$ cat src/rtl/micro_port_rx.sv
// Micro-port receiver: synchronises an asynchronous 8-bit micro bus into shadow
// registers and copies them to the active set at vertical blank.
// Optional MICRO_PORT_RX_AUTOINC_EN: each accepted data write increments addr.
module micro_port_rx #(
    parameter int NUM_REGS = 16
) (
    input  logic       Clk,
    input  logic       Reset,
    input  logic [7:0] fpga_port_in,
    input  logic       fpga_rsel,
    input  logic       fpga_write,
    input  logic       frame_start,
    input  logic [7:0] rd_addr,
    output logic [7:0] rd_data,
    output logic       commit_pending,
    output logic       addr_err,
    output logic       wr_pulse
);

    localparam logic [8:0] NUM_REGS_W = 9'(NUM_REGS);
    localparam logic [7:0] CMD_COMMIT = 8'hFF;
    localparam logic [7:0] CMD_CLEAR  = 8'hFE;

    // Synchroniser stages for the asynchronous micro bus
    logic [7:0] data_s1_reg;
    logic [7:0] data_s2_reg;
    logic       rsel_s1_reg;
    logic       rsel_s2_reg;
    logic       wr_s1_reg;
    logic       wr_s2_reg;
    logic       wr_s3_reg;

    // Track when wr_s2_reg reflects the pin again after reset, so that a strobe
    // already high at release is ignored until it has been seen low.
    logic       fill_s1_reg;
    logic       fill_s2_reg;
    logic       armed_reg;

    logic [7:0] addr_reg;
    logic       addr_valid_reg;
    logic       commit_pending_reg;
    logic       addr_err_reg;
    logic       wr_pulse_reg;

    logic       event_w;
    logic       cmd_commit_w;
    logic       cmd_clear_w;
    logic       cmd_addr_w;
    logic       data_ev_w;
    logic       shadow_we_w;
    logic       copy_en_w;
    logic       addr_in_range_w;

    logic [NUM_REGS-1:0][7:0] active_flat;

    always_ff @(posedge Clk or negedge Reset) begin
        if (!Reset) begin
            data_s1_reg <= '0;
            data_s2_reg <= '0;
            rsel_s1_reg <= 1'b0;
            rsel_s2_reg <= 1'b0;
            wr_s1_reg   <= 1'b0;
            wr_s2_reg   <= 1'b0;
            wr_s3_reg   <= 1'b0;
            fill_s1_reg <= 1'b0;
            fill_s2_reg <= 1'b0;
            armed_reg   <= 1'b0;
        end else begin
            data_s1_reg <= fpga_port_in;
            data_s2_reg <= data_s1_reg;
            rsel_s1_reg <= fpga_rsel;
            rsel_s2_reg <= rsel_s1_reg;
            wr_s1_reg   <= fpga_write;
            wr_s2_reg   <= wr_s1_reg;
            wr_s3_reg   <= wr_s2_reg;
            fill_s1_reg <= 1'b1;
            fill_s2_reg <= fill_s1_reg;
            armed_reg   <= armed_reg | (fill_s2_reg & ~wr_s2_reg);
        end
    end

    always_comb begin
        event_w         = armed_reg & wr_s2_reg & ~wr_s3_reg;
        cmd_commit_w    = event_w & rsel_s2_reg & (data_s2_reg == CMD_COMMIT);
        cmd_clear_w     = event_w & rsel_s2_reg & (data_s2_reg == CMD_CLEAR);
        cmd_addr_w      = event_w & rsel_s2_reg & ~cmd_commit_w & ~cmd_clear_w;
        data_ev_w       = event_w & ~rsel_s2_reg;
        shadow_we_w     = data_ev_w & addr_valid_reg;
        copy_en_w       = frame_start & commit_pending_reg;
        addr_in_range_w = ({1'b0, data_s2_reg} < NUM_REGS_W);
    end

`ifdef MICRO_PORT_RX_AUTOINC_EN
    logic [8:0] addr_inc_w;
    assign addr_inc_w = {1'b0, addr_reg} + 9'd1;
`endif

    always_ff @(posedge Clk or negedge Reset) begin
        if (!Reset) begin
            addr_reg       <= '0;
            addr_valid_reg <= 1'b1;
        end else if (cmd_addr_w) begin
            addr_reg       <= data_s2_reg;
            addr_valid_reg <= addr_in_range_w;
        end
`ifdef MICRO_PORT_RX_AUTOINC_EN
        // Running off the end invalidates addr without wrapping or flagging
        else if (shadow_we_w) begin
            addr_reg       <= addr_inc_w[7:0];
            addr_valid_reg <= (addr_inc_w < NUM_REGS_W);
        end
`endif
    end

    always_ff @(posedge Clk or negedge Reset) begin
        if (!Reset) begin
            commit_pending_reg <= 1'b0;
            addr_err_reg       <= 1'b0;
            wr_pulse_reg       <= 1'b0;
        end else begin
            // A new commit request wins over the copy that consumes the old one
            if (cmd_commit_w) begin
                commit_pending_reg <= 1'b1;
            end else if (copy_en_w) begin
                commit_pending_reg <= 1'b0;
            end

            if (cmd_clear_w) begin
                addr_err_reg <= 1'b0;
            end else if ((cmd_addr_w && !addr_in_range_w) || (data_ev_w && !addr_valid_reg)) begin
                addr_err_reg <= 1'b1;
            end

            wr_pulse_reg <= shadow_we_w;
        end
    end

    // Active copies take the shadow value held before any same-cycle write
    for (genvar gi = 0; gi < NUM_REGS; gi++) begin : g_reg
        logic [7:0] shadow_reg;
        logic [7:0] active_reg;

        always_ff @(posedge Clk or negedge Reset) begin
            if (!Reset) begin
                shadow_reg <= '0;
                active_reg <= '0;
            end else begin
                if (shadow_we_w && (addr_reg == 8'(gi))) begin
                    shadow_reg <= data_s2_reg;
                end
                if (copy_en_w) begin
                    active_reg <= shadow_reg;
                end
            end
        end

        assign active_flat[gi] = active_reg;
    end

    always_comb begin
        rd_data = 8'h00;
        for (int i = 0; i < NUM_REGS; i++) begin
            if (rd_addr == 8'(i)) begin
                rd_data = active_flat[i];
            end
        end
    end

    assign commit_pending = commit_pending_reg;
    assign addr_err       = addr_err_reg;
    assign wr_pulse       = wr_pulse_reg;

endmodule

$ cat config.mk
export PLATFORM = sky130hd
export DESIGN_NAME = micro_port_rx
export DESIGN_NICKNAME = d
export VERILOG_FILES = /design/src/rtl/micro_port_rx.sv
export SDC_FILE = /design/constraint.sdc
export NUM_CORES = 1
export LEC_CHECK = 0
export BUFFER_PORTS_ARGS = -buffer_cell sky130_fd_sc_hd__clkbuf_2
export CORE_ASPECT_RATIO = 1.2
export CORE_UTILIZATION = 35
export CTS_BUF_LIST = sky130_fd_sc_hd__clkbuf_16
export DETAILED_ROUTE_END_ITERATION = 16
export PLACE_DENSITY = 0.51
export SLEW_MARGIN = 0
export SYNTH_ARGS = -nofsm -noshare
export SYNTH_HDL_FRONTEND = slang
export SYNTH_SLANG_ARGS = --single-unit
$ cat constraint.sdc
create_clock -name Clk -period 2.2 [get_ports Clk]
set_input_delay 0.44 -clock Clk [delete_from_list [all_inputs] [get_ports Clk]]
set_output_delay 0.44 -clock Clk [all_outputs]
set_load 0.03 [all_outputs]
==> results.yml, run 1 <==
timing:
  rsz0062_at_grt: "true"
  period_needed_ns: 2.78
  min_period_over_period_pct: 126
  tightestPinTransition_ns: 0.559
  fin_skew_ns: 0.0263
  layout_setup_ws_ns: -0.582
  slew_headroom_pct: 62.7
  clock.fmax_ghz: 0.359
  hold_viol: 0
  setup_viol: 8
  maxSlewViolCount: 0
grt:
  grt_pass1_wl_um: 45500
  grt_pass1_vias: 7499
  grt_overflow_total: 0
  antenna_found_initial: 1
  grt.total_usage_pct: 17.3
  grt_max_degree: 82
run_status:
  status: "finished with violations"
  failed_checks: "setup timing"
placement:
  gp_congestion: 0.842
  io_buffers: 31
  place_area_um2: 13600
  post-dp-hpwl_um: 18400
  placed_cells: 1344
cells_and_area:
  instances_no_fill: 1408
  final_area_um2: 15100
  drive_above_1_share_pct: 54.2
  nets: 952
  n_fill_cell: 3102
  area_delta_synth_final_pct: 24.8
  multiInputGateArea_um2: 4850
  seq_area_um2: 7310
setup_path:
  r2r_cells: 5
  critPathLaunchType: "flop"
  setup.worst_path.end_class: "output port"
  slowest_stage: "mux4_2"
  critPathMaxFanout: 2
  crit_chain: "mux4_2 > a222oi_1 > buf_4 > nor2_1 > a211oi_2 > o21ai_2 > clkbuf_8"
  critPathBufInv: 2
  path_class: "reg -> out"
  critical_path_required_ns: 1.76
  cp.depth: 7
  crit_family: "compound AO/OA/AOI/OAI gates"
  cp_data_arrival_time_ns: 2.34
  cpPeakStageDelay_ns: 0.51
floorplanning:
  rows: 74
  fp.coreArea_um2: 34000
  die_area_um2: 35300
  ios: 32
  dieWidth_um: 172
  die_y_um: 206
  start_util_pct: 35.6
drt:
  drc_errors: 0
  drt_iter0_markers: 270
  wl_per_cell_um: 20.3
  drtAntennaViolNets: 0
  wirelength_um: 28600
  dr.pass1.iters: 4
  vias: 7080
  vias_per_cell: 5.03
yosys:
  netlist_instances: 817
  synth_ff_type: "dfrtp_1"
  synth-edff-count: 0
  synth-async-reset-ratio_pct: 100
  synth-seq-cells: 292
  syn_nets: 838
  synth_area_um2: 12100
  syn_area_per_cell_um2: 14.8
  yosysWarnings: 0
  ys_types: 55
  yosysSeqAreaShare_pct: 60.5
pwr:
  p_leak_nw: 7.40
  powerDensity_nw_per_um2: 745
  ir_drop_mv: 0.523
  fin_total_pwr_mw: 11.2
clocking:
  cts_max_level: 2
  clk_latency_ns: 0.51
  cts-buffers-inserted: 34
  cts.clk_slew.worst_paths_ns: 0.06
  cts_buffer_depth: 3
  clkSinkCount: 292
  cts_tree: "built"
  clock-root-buffer: "clkbuf_16"
hold_path:
  worstHoldPathCells: 1
  holdCritPathClass: "in -> reg"
run:
  max_cap_violations: 0
==> per-layer routing <==
layer / vias up / wire length [µm] / track usage, %
met3: 38 / 735 / 2.54
met2: 78 / 14200 / 28.6
met5: - / 0 / 0
met4: 0 / 523 / 4.75
met1: 3745 / 13200 / 23.6
li1: 3219 / - / -
==> per-stage QoR <==
stage / setup slack [ns] / setup TNS (ns) / hold WS, ns / utilization, %
finish: -0.582 / -2.79 / 0.0316 / 44.4
floorplan: -0.0260 / -0.0612 / 0.144 / -
global route: -0.689 / -3.47 / 0.00330 / 44.4
detailed placement: -0.526 / -3.36 / 0.335 / 40.1
CTS: -0.629 / -3.21 / 0.00102 / 44.1
global placement: -0.501 / -3.15 / 0.332 / 40.1
==> timing repair <==
action | 4_1_cts | 5_1_grt
hold endpoints to repair | 57 | 0
cloned | 2 | 0
setup buffers | 0 | 2
pin swaps | 11 | 2
endpoints found under the setup margin | 8 | 8
hold buffers | 3 | 0
gates resized for setup | 55 | 26
==> where the power goes <==
part / leakage (nW) / switching [mW] / internal (mW) / total, mW
combinational: 2.87 / 0.391 / 0.232 / 0.623
clock: 0.528 / 2.13 / 2.98 / 5.11
sequential: 4.00 / 0.0601 / 5.44 / 5.50
total: 7.40 / 2.58 / 8.65 / 11.2
==> cell usage after synthesis (all sizes together) (4+ instances only) <==
| cell | n | area [µm²] |
|---|---|---|
| o21a | 4 | 30.0 |
| nand2b | 4 | 25.0 |
| nand2 | 19 | 73.8 |
| mux2i | 18 | 180 |
| o21ai | 20 | 100 |
| a22oi | 8 | 60.1 |
| mux4 | 8 | 180 |
| nor3 | 5 | 41.3 |
| buf | 12 | 55.1 |
| mux2 | 272 | 3060 |
| inv | 7 | 26.3 |
| a21oi | 13 | 65.1 |
| clkbuf | 38 | 144 |
| a221oi | 5 | 43.8 |
| nor4 | 7 | 95.1 |
| nand3 | 8 | 40.0 |
| nor2b | 5 | 31.3 |
| a21o | 4 | 30.0 |
| dfrtp | 291 | 7280 |
| o32ai | 4 | 35.0 |
| nor2 | 25 | 116 |
==> cell usage in the layout, fill, tap and decap left out, drive strengths merged, types with 3 or more instances in the layout <==
cell | synthesis | layout
nand2b | 4 | 4
mux2 | 272 | 272
nand4b | 3 | 3
a211oi | 3 | 3
clkinv | 0 | 9
clkbuf | 38 | 61
inv | 7 | 16
o21a | 4 | 4
dfrtp | 291 | 291
dlygate4sd3 | 0 | 3
nor4 | 7 | 7
or4 | 3 | 3
nand3 | 8 | 8
mux2i | 18 | 18
o32ai | 4 | 4
a21oi | 13 | 13
nor2b | 5 | 5
o21ai | 20 | 20
a221oi | 5 | 5
nor3 | 5 | 5
a22oi | 8 | 8
o211ai | 3 | 3
a21o | 4 | 4
buf | 12 | 98
nand2 | 19 | 19
mux4 | 8 | 8
nor2 | 25 | 25
==> layout make-up <==
class / instances / area share, %
well taps: 456 / 3.78
flip-flops and latches: 292 / 48.5
clock buffers: 35 / 5.81
clock inverters: 21 / 0.805
repair buffers: 128 / 8.71
inverters: 7 / 0.224
diodes: 1 / 0.0166
multi-input cells: 468 / 32.2
==> cell families (layout without fill, tap and decap cells) <==
logic type             after synthesis  after routing  synth area share [%]
buffers and inverters               57            191                  1.86
AND/OR/NAND/NOR                     90             90                  4.82
flip-flops                         292            292                  60.5
multiplexers                       298            298                  28.3
AO/OA/AOI/OAI                       79             79                  4.46
other                                1              2                0.0310
==> worst register-to-register path, stage by stage (launching register included) <==
cell	delay, ns
dfrtp_1	0.40
or4_1	0.52
buf_4	0.19
nor4_4	0.32
buf_12	0.18
mux2_2	0.34
==> path summary, 6_finish.rpt <==
check,start,end,slack (ns)
min in group asynchronous,Reset,g_reg[11].active_reg[2],0.47
worst max register to register,addr_reg[5],g_reg[11].shadow_reg[7],0.14
worst min-delay path,fpga_port_in[5],data_s1_reg[5],0.03
max in group asynchronous,Reset,g_reg[3].shadow_reg[1],1.00
worst min register to register,data_s1_reg[4],data_s2_reg[4],0.34
worst max-delay path,g_reg[2].active_reg[5],rd_data[5],-0.58
Power figures use the tool's default switching activity.
==> run 2: changes to the inputs <==
CTS_BUF_LIST = sky130_fd_sc_hd__clkbuf_4 sky130_fd_sc_hd__clkbuf_8   (was sky130_fd_sc_hd__clkbuf_16)
==> run 2 against run 1 <==
Net effect: the flow still finishes with violations (setup timing); count of clock-buffer cells in the layout rose by 44; critical path depth stayed put; critical endpoint unchanged; non-clock buffer count is 5 higher; utilization decreased by 0.059 points; clock skew down 0.0050 ns; register-to-register slack about the same; power down 1.6%; global-route usage up 0.060 points; sequential cell count stayed put; maximum frequency fell by 2.8%; cell area is 0.13% lower; die area unchanged; highest routed layer unchanged.
==> results.yml, run 2 (synthesis results as in run 1) <==
setup_path:
  path_class: "reg -> out"
  cp-startpoint: "g_reg[2].active_reg[5]"
  cpPeakStageDelay_ns: 0.51
  r2r_cells: 5
  rr_startpoint: "addr_reg[5]"
  slowest_stage: "mux4_2"
  critical_path_required_ns: 1.76
  critPathBufInv: 2
  cp.depth: 7
  crit_family: "compound AO/OA/AOI/OAI gates"
  critPathMaxFanout: 2
  crit_chain: "mux4_2 > a222oi_1 > buf_4 > nor2_2 > a211oi_2 > o21ai_2 > clkbuf_8"
  critPathLaunchType: "flop"
  setup.worst_path.end_class: "output port"
  cp_data_arrival_time_ns: 2.42
timing:
  min_period_over_period_pct: 130
  whs_ns: 0.100
  layout_setup_ws_ns: -0.661
  hold_viol: 0
  tightestPinTransition_ns: 0.536
  maxSlewViolCount: 0
  clock.fmax_ghz: 0.350
  setup_viol: 8
  rsz0062_at_grt: "true"
  slew_headroom_pct: 64.2
  fin_skew_ns: 0.0214
  tns_ns: -3.20
  period_needed_ns: 2.86
floorplanning:
  die_area_um2: 35300
  rows: 74
  ios: 32
  fp.coreArea_um2: 34000
  die_y_um: 206
  start_util_pct: 35.6
  dieWidth_um: 172
placement:
  gp_congestion: 0.842
  post-dp-hpwl_um: 18400
  io_buffers: 31
drt:
  vias_per_cell: 4.96
  drtAntennaViolNets: 0
  vias: 7184
  drc_errors: 0
  wirelength_um: 28800
  dr.pass1.iters: 4
  wl_per_cell_um: 19.9
  drt_iter0_markers: 266
hold_path:
  min-delay-start: "frame_start"
  worstHoldPathCells: 2
  holdCritPathClass: "in -> reg"
pwr:
  p_clk_share_pct: 44.8
  power.share.combinational_pct: 5.5
  p_leak_nw: 7.42
  internal_power_mw: 8.44
  sw_frac_of_total_pct: 23.7
  powerDensity_nw_per_um2: 734
  seq_power_share_pct: 49.7
  p_sw_mw: 2.62
  ir_drop_mv: 0.460
run:
  max_cap_violations: 0
clocking:
  cts_buffer_depth: 3
  cts.clk_slew.worst_paths_ns: 0.06
  cts-buffers-inserted: 49
  clkSinkCount: 292
  cts_max_level: 2
  clock-root-buffer: "clkbuf_8"
  clk_latency_ns: 0.58
  cts_tree: "built"
  post-cts-setup-buffers: 0
grt:
  grt_pass1_vias: 7617
  grt_max_degree: 82
  antenna_found_initial: 1
  grt.total_usage_pct: 17.4
  grt_pass1_wl_um: 45900
  grt_overflow_total: 0
run_status:
  status: "finished with violations"
  failed_checks: "setup timing"
cells_and_area:
  antenna_cells: 0
  n_fill_cell: 3119
  layout_commonest_cell: "dfrtp_1"
  nets: 972
  area_delta_synth_final_pct: 24.6
  final_cell_mix: "dfrtp_1, mux2_2, clkbuf_8, buf_4"
  drive_above_1_share_pct: 55.5
run 2: cell count changes in the layout (fill, tap and decap cells not counted), moves of 4 or more:
| cell | change |
|---|---|
| clkinv_1 | -4 |
| clkinv_2 | +4 |
| clkbuf_8 | +59 |
| dlygate4sd3_1 | +8 |
| clkbuf_16 | -35 |
| clkbuf_4 | +20 |
| inv_1 | -7 |
run 2: final timing paths:
check                           slack (ns)                       to
worst max-delay path                 -0.66               rd_data[5]
worst min-delay path                  0.10           commit_pending
worst max register to register        0.13  g_reg[11].shadow_reg[6]
worst min register to register        0.34           data_s2_reg[1]
max in group asynchronous             1.08           data_s2_reg[5]
min in group asynchronous             0.41  g_reg[11].shadow_reg[2]
run 2: through the flow:
step           std cells  util, %  cell area (µm²)  power (mW)  worst slack [ns]
2_1_floorplan        817        -            12200        5.84           -0.0260
3_3_place_gp        1344     40.1            13600        6.16            -0.501
3_5_place_dp        1344     40.1            13600        6.17            -0.526
4_1_cts             1447     44.2            15000        11.3            -0.717
5_1_grt             1447     44.3            15100        11.6            -0.766
6_report            1447     44.3            15100        11.1            -0.661
run 2: final cells by class:
type / count / area, µm² / area share [%]
repair buffers: 133 / 1330 / 8.86
clock inverters: 12 / 67.6 / 0.449
inverters: 7 / 26.3 / 0.174
well taps: 456 / 571 / 3.79
clock buffers: 79 / 962 / 6.39
multi-input cells: 468 / 4790 / 31.8
flip-flops and latches: 292 / 7310 / 48.5
run 2: layer usage:
metal | routed length [µm] | track usage, %
met3 | 783 | 2.60
met2 | 13900 | 28.4
met1 | 13300 | 23.5
met4 | 741 | 5.71
met5 | 0 | 0
run 2: worst reg2reg max path, delay by kind of cell (launching register included):
kind	cells	cell delay, ns
buffers and inverters	2	0.37
flip-flops	1	0.40
multiplexers	1	0.34
AND/OR/NAND/NOR	2	0.84
run 2: power by group through the flow:
stage	logic [mW]	clock network, mW	registers, mW
after global placement	0.569	0	5.59
final	0.609	4.95	5.50
after global routing	0.670	5.38	5.50
after CTS	0.626	5.14	5.50
after detailed placement	0.574	0	5.60
after floorplan	0.257	0	5.58
run 2: timing repair:
item	in CTS	in global routing
pin swaps	10	5
resized for setup	48	13
setup endpoints to repair	8	8
gates cloned	1	0
hold endpoints to repair	65	0
hold buffers	11	0
